File: src/rtl/wavefront_mask_sequencer.sv
// PE activation mask sequencer: fills ones in from the MSB, holds the full mask for a
// programmable number of cycles, then drains zeros in from the MSB.
module wavefront_mask_sequencer #(
    parameter int unsigned WIDTH  = 5,
    parameter int unsigned HOLD_W = 8
) (
    input  logic              clk,
    input  logic              rst,
    input  logic              start,
    input  logic [HOLD_W-1:0] hold_len,
    input  logic              stall,
    input  logic              abort,
    output logic [WIDTH-1:0]  mask,
    output logic [1:0]        phase,
    output logic              busy,
    output logic              done
);

    localparam int unsigned StepW = $clog2(WIDTH + 1);
    localparam logic [StepW-1:0] StepOne  = StepW'(1);
    localparam logic [StepW-1:0] StepLast = StepW'(WIDTH - 1);

    typedef enum logic [1:0] {
        StIdle  = 2'b00,
        StFill  = 2'b01,
        StHold  = 2'b10,
        StDrain = 2'b11
    } state_e;

    state_e              state_q, state_d;
    logic [WIDTH-1:0]    mask_q, mask_d;
    logic [StepW-1:0]    step_q, step_d;
    logic [HOLD_W-1:0]   hold_cnt_q, hold_cnt_d;
    logic [HOLD_W-1:0]   hold_len_q, hold_len_d;
    logic                done_q, done_d;

    // One bit wider than the counter so hold_len = 2^HOLD_W-1 compares without wrapping.
    logic [HOLD_W:0]     hold_cnt_inc;

    assign hold_cnt_inc = {1'b0, hold_cnt_q} + {{HOLD_W{1'b0}}, 1'b1};

    always_comb begin
        state_d    = state_q;
        mask_d     = mask_q;
        step_d     = step_q;
        hold_cnt_d = hold_cnt_q;
        hold_len_d = hold_len_q;
        done_d     = 1'b0;

        if (abort) begin
            state_d    = StIdle;
            mask_d     = '0;
            step_d     = '0;
            hold_cnt_d = '0;
        end else if (stall && (state_q != StIdle)) begin
            // Frozen: every register keeps its value, done stays low.
        end else begin
            unique case (state_q)
                StIdle: begin
                    if (start) begin
                        mask_d     = {1'b1, mask_q[WIDTH-1:1]};
                        hold_len_d = hold_len;
                        step_d     = StepOne;
                        state_d    = StFill;
                    end
                end
                StFill: begin
                    mask_d = {1'b1, mask_q[WIDTH-1:1]};
                    step_d = step_q + StepOne;
                    // step_q counts the ones already present; this edge completes the mask.
                    if (step_q == StepLast) begin
                        state_d = (hold_len_q != '0) ? StHold : StDrain;
                    end
                end
                StHold: begin
                    if (hold_cnt_inc == {1'b0, hold_len_q}) begin
                        state_d    = StDrain;
                        hold_cnt_d = '0;
                    end else begin
                        hold_cnt_d = hold_cnt_inc[HOLD_W-1:0];
                    end
                end
                StDrain: begin
                    mask_d = {1'b0, mask_q[WIDTH-1:1]};
                    step_d = step_q - StepOne;
                    if (step_q == StepOne) begin
                        state_d = StIdle;
                        step_d  = '0;
                        done_d  = 1'b1;
                    end
                end
                default: begin
                    state_d = StIdle;
                    mask_d  = '0;
                    step_d  = '0;
                end
            endcase
        end
    end

    always_ff @(posedge clk) begin
        if (rst) begin
            state_q    <= StIdle;
            mask_q     <= '0;
            step_q     <= '0;
            hold_cnt_q <= '0;
            hold_len_q <= '0;
            done_q     <= 1'b0;
        end else begin
            state_q    <= state_d;
            mask_q     <= mask_d;
            step_q     <= step_d;
            hold_cnt_q <= hold_cnt_d;
            hold_len_q <= hold_len_d;
            done_q     <= done_d;
        end
    end

    assign mask  = mask_q;
    assign phase = state_q;
    assign busy  = (state_q != StIdle);
    assign done  = done_q;

endmodule

File: config.mk
export PLATFORM = sky130hd
export DESIGN_NAME = wavefront_mask_sequencer
export DESIGN_NICKNAME = d
export VERILOG_FILES = /design/src/rtl/wavefront_mask_sequencer.sv
export SDC_FILE = /design/constraint.sdc
export NUM_CORES = 1
export LEC_CHECK = 0
export BUFFER_PORTS_ARGS = -buffer_cell sky130_fd_sc_hd__buf_4
export CORE_AREA = 4 4 62 64
export DETAILED_ROUTE_END_ITERATION = 7
export DIE_AREA = 0 0 66 68
export GPL_TIMING_DRIVEN = 0
export PLACE_DENSITY = 0.72
export SYNTH_ARGS = -nofsm -noshare
export SYNTH_HDL_FRONTEND = slang
export SYNTH_SLANG_ARGS = --single-unit
File: constraint.sdc
create_clock -name clk -period 2.5 [get_ports clk]
set_clock_uncertainty 0.2 [all_clocks]
set_input_delay 0.25 -clock clk [delete_from_list [all_inputs] [get_ports clk]]
set_output_delay 0.25 -clock clk [all_outputs]
set_load 0.02 [all_outputs]
Yosys cells after proc, flatten, opt, wreduce, memory -nomap -nowiden
Cells that the tools add are included.

Output and inout bits: 9. Bits in latches: 0. RAM bits: 0. Bits in registers: 27. Word-level logic and storage cells: 46. Input bits: 13. Memories kept: 0. Bits in read-only memories: 0.

Reductions and logical operators: 11. Magnitude comparators: 0. Multiply operators: 0. Shifts and indexed selects: 0. Multiplexer cells: 13. Div/mod/pow operators: 0. Eq/ne operators: 10. $add $sub $neg: 3. Bitwise gates (word level): 3.

Operator list (count): case mux 5 bit (3 select lines) (1); adder 8 x 1 -> 9 bit, second input constant (1); == test 9 x 8 -> 1 bit (1); case mux 3 bit (3 select lines) (1); two-way mux 2 bit (4); two-way mux 8 bit (1); inequality test 2 bit, second input constant (4); case mux 2 bit (4 select lines) (1); nonzero test 8 bit (1); two-way mux 3 bit (2); two-way mux 5 bit (1); AND reduction 5 bit (1); == test 2 bit, second input constant (2); AND reduction 4 bit (1); OR reduction 4 bit (1); adder 3 x 1 -> 3 bit, second input constant (1); == test 3 x 1 -> 1 bit, second input constant (1); == test 3 bit, second input constant (1); inverter 1 bit (3); AND reduction 3 bit (1); nonzero test 3 bit (1); subtractor 3 x 1 -> 3 bit, second input constant (1); == test 2 x 1 -> 1 bit, second input constant (1); zero test 2 bit (1); 5 further kinds (6).

Logic depth before layout (Yosys ltp)
Word-level depth: 4. Depth in mapped cells: 9. Depth with buffers taken out: 8.

Least setup slack after synthesis
OpenSTA, ideal clock, no wires.

Kind: register to register. From: register state_q[0], in the netlist phase[0]. To: register hold_cnt_q[5]. Stages on the path, launching flop included: 10. Path slack: 0.367 ns. Data required time: 2.208 ns. Setup time: 0.092 ns. Path buffers: 1. Arrival: 1.841 ns. Clock period less this slack: 2.133 ns. Cells stage by stage: dfxtp_1 > inv_1 > ha_1 > inv_1 > nand2_1 > and2_1 > clkbuf_1 > nand2b_1 > nor2_1 > nor4_1.

Longest elaborated chain between the ends: 4. Elaborated cells between the ends (all ways): 5. Those cells by class: eq/ne: 1; bitwise: 1; reduce/logical: 3.

RTL lines: from (decl) (line 30) `state_e state_q, state_d;`; from (signal assigned) (line 103) `state_q <= StIdle;`; from (signal assigned) (line 110) `state_q <= state_d;`; nonzero test 2 bit; net busy (line 15) `output logic busy,`; logical AND 1 bit (line 55) `end else if (stall && (state_q != StIdle)) begin`; inverter 1 bit (no source line); AND reduction 2 bit (no source line); to (signal assigned) (line 113) `hold_cnt_q <= hold_cnt_d;`; to (decl) (line 33) `logic [HOLD_W-1:0] hold_cnt_q, hold_cnt_d;`.

The timed path passes the listed nets, and every way through them passes these cells. A chain may end at the register's enable or synchronous reset.

Final worst setup path
From: register hold_cnt_q[0]. To: register hold_cnt_q[4].

Longest elaborated chain between the ends: 3.

RTL lines: adder 8 x 1 -> 9 bit (*) (line 40) `assign hold_cnt_inc = {1'b0, hold_cnt_q} + {{HOLD_W{1'b0}}, 1'b1};`; == test 9 x 8 -> 1 bit (line 76) `if (hold_cnt_inc == {1'b0, hold_len_q}) begin`; two-way mux 8 bit (*) (line 76).

Mark *: on every way between the ends. The rest lies on a longest branch, timed or not.

==> impl_results.md <==
* Status: completed
* Depth of the CTS H-tree at 1
* Fin. Hold Viols at 0
* Die width at 66 µm
* CTS buffer count at 3
* Pin count of the biggest net entering global routing at 16
* Power, Total at 797 µW
* DRT Pass-1 Iters at 4
* Ys flop type: dfxtp_1
* Crit path largest cell delay at between 0.3 and 0.4 ns
* CTS Sinks at 27
* CTS clk-pin slew, worst paths at 0.14 ns
* MaxCap Viol Count at 0
* Leak at 0.000806 µW
* Ports at 22
* Slew Viols, Final at 0
* Post-CTS Setup Bufs at 0
* WP buf/inv at 2
* Die Y at 68 µm
* Synth area leaders: dfxtp_1 (33%), mux2i_1 (8.6%), ha_1 (6.9%), nor2_1 (5.8%), o21ai_0 (4.0%)
* Kind of cell adding the most delay to the critical path: compound AO/OA/AOI/OAI gates
* CTS tree: yes
* RSZ-0062 raised after global routing: no
* Pwr dens at 410 nW/µm²
* Most common cell in the synthesized netlist: dfxtp_1
* Least-Margin Pin Slew at 0.580 ns
* Number of global-route vias before repair at 1369
* Gate count after technology mapping at between 150 and 200
* Routed Wire Length at 3.68 mm
* Syn-to-layout area delta at 19.6%
* Crit. End Element: flop
* Proportion of layout cells with a drive suffix above 1 at about 16%
* Gr ovfl total at 0
* Crit path max fanout at 10
* Crit share post-route at 91.6%
* Yosys cell types at 47
* GRT Util Overall at 18.7%
* Global-route wire length before repair at 6.53 mm
* RePlAce Congestion at between 0.7 and 0.8
* Routed Antenna Nets at 0
* Critical Path RT at 2.51 ns
* DRC violation total after the first TritonRoute iteration at 56
* Commonest cells in the netlist: dfxtp_1 (27), nor2_1 (25), mux2i_1 (14), nand2_1 (14), o21ai_0 (13)
* Minimum clock period at 2.29 ns
* N_diodes at 0
* Highest clock rate at 437 MHz
* CORE AREA at ~3300 µm²
* VDD IR max at 0.264 mV
* Top cell type's share of synthesized area at 33.3%
* Non-filler instance count after layout at 276
* Worst path cell trace: buf_2 -> nand3_4 -> o21ai_1 -> or3b_1 -> a211o_1 -> buf_6 -> o221ai_1 -> a21oi_1
* Initial cell density of the core at 49.4%
* Vias per cell at 5.33
* Antenna violations before repair at 0
* Via count at around 1500
* Ys Warns at 0
* Class of the worst hold path: input port to flop
* Post-synth EDFFs at 0
* Yosys reg bits at 27
* Maximum clock insertion buffer count at 2
* Final setup violation count at 0
* Synth area leader: dfxtp_1
* # rows at 21
* Die area at 4490 µm²
* Number of fill cells at 315
* Routed wire per std cell at between 10 and 15 µm
* Setup tns final at 0 ns
* Syn_nets at 220
* Final Net Count at between 200 and 300
* # port buffers at 20
* Root Buffer: clkbuf_4
* Syn Std Cell Area at 1620 µm²
* CP max-delay cell: dfxtp_1
* DP Wirelength at roughly 2.6 mm
* Critical Path Source Type: flop
* Worst skew pair latency at 0.32 ns
* Placed insts at 264
* Avg Cell Area, Syn at 8.20 µm²
* Post-route DRC at 0
* Sequential-to-total area share from yosys stat at 33.3%
* Critical Path AT at 2.30 ns
* Classification of the worst setup path: flop to flop
* Relative slew slack at 61.3%
* Ys async rst share at 0%
## cells by family after synthesis
group,share of synthesized area [%]
AO/OA/AOI/OAI,17.9
XOR/XNOR,3.24
adder cells (fa/ha/maj),6.93
buffers and inverters,5.62
flip-flops,33.3
multiplexers,8.63
AND/OR/NAND/NOR,24.4
## final timing paths
check / startpoint / endpoint / slack (ns) / cells after the start
max: hold_cnt_q[0] / hold_cnt_q[4] / 0.21 / 8
min: stall / done / 0.03 / 4
max reg2reg: hold_cnt_q[0] / hold_cnt_q[4] / 0.21 / 8
min reg2reg: hold_cnt_q[1] / hold_cnt_q[1] / 0.33 / 2
## area by class of cell
class / instances / area, µm² / share of cell area (%)
plain buffers: 12 / 61.3 / 3.16
flip-flops and latches: 27 / 542 / 27.9
repair buffers: 28 / 230 / 11.8
multi-input cells: 151 / 995 / 51.2
inverters: 8 / 30.0 / 1.55
clock inverters: 1 / 5.00 / 0.258
clock buffers: 3 / 22.5 / 1.16
well taps: 46 / 57.6 / 2.96
## registers in the layout, indices dropped and copies added, names as in the netlist
register	count
step_q	3
done	1
phase	2
hold_cnt_q	8
hold_len_q	8
mask	5
## layout by cell type (no fill, tap or decap), drive strengths merged, types with 2 or more instances in the layout
master	n
dfxtp	27
buf	26
nor2	25
nand2	14
mux2i	14
o21ai	14
a21oi	11
ha	9
clkbuf	9
inv	8
dlygate4sd3	8
nand3	7
nor4	5
nor3	5
or3	4
o211ai	4
xor2	3
and2	3
xnor2	3
a31oi	2
o21a	2
o31ai	2
or2	2
or4	2
a211oi	2
## per-layer routing
metal	GRT usage, %	routed length, µm	vias to the layer above
li1	-	-	773
met1	25.7	1790	661
met2	28.7	1670	28
met3	2.79	127	8
met4	8.88	91	0
met5	0	0	-
## timing repair
| action | in CTS | in global routing |
|---|---|---|
| endpoints found under the setup margin | 0 | 10 |
| hold buffers | 8 | 0 |
| hold endpoints to repair | 8 | 0 |
| gates resized for setup | 0 | 2 |
## stage by stage
step	hold slack, ns	setup slack [ns]	utilization (%)	cell area [µm²]
finish	0.0333	0.209	59.2	1940
detailed placement	0.290	0.156	55.8	1830
global route	0.0191	0.0272	59.2	1940
global placement	0.280	0.198	55.8	1830
CTS	0.0208	0.109	59.0	1940
floorplan	0.194	0.367	-	1620
## power by group
group	switching, µW	internal [µW]	total [µW]
combinational	79.8	72.7	153
clock	129	60.0	189
sequential	13.2	443	456
## worst min-delay path: cells and delay by family
family                 cells  cell delay [ns]
and+or+nand+nor            3             0.19
buffers and inverters      1             0.09
(Power assumes the default switching activity.)
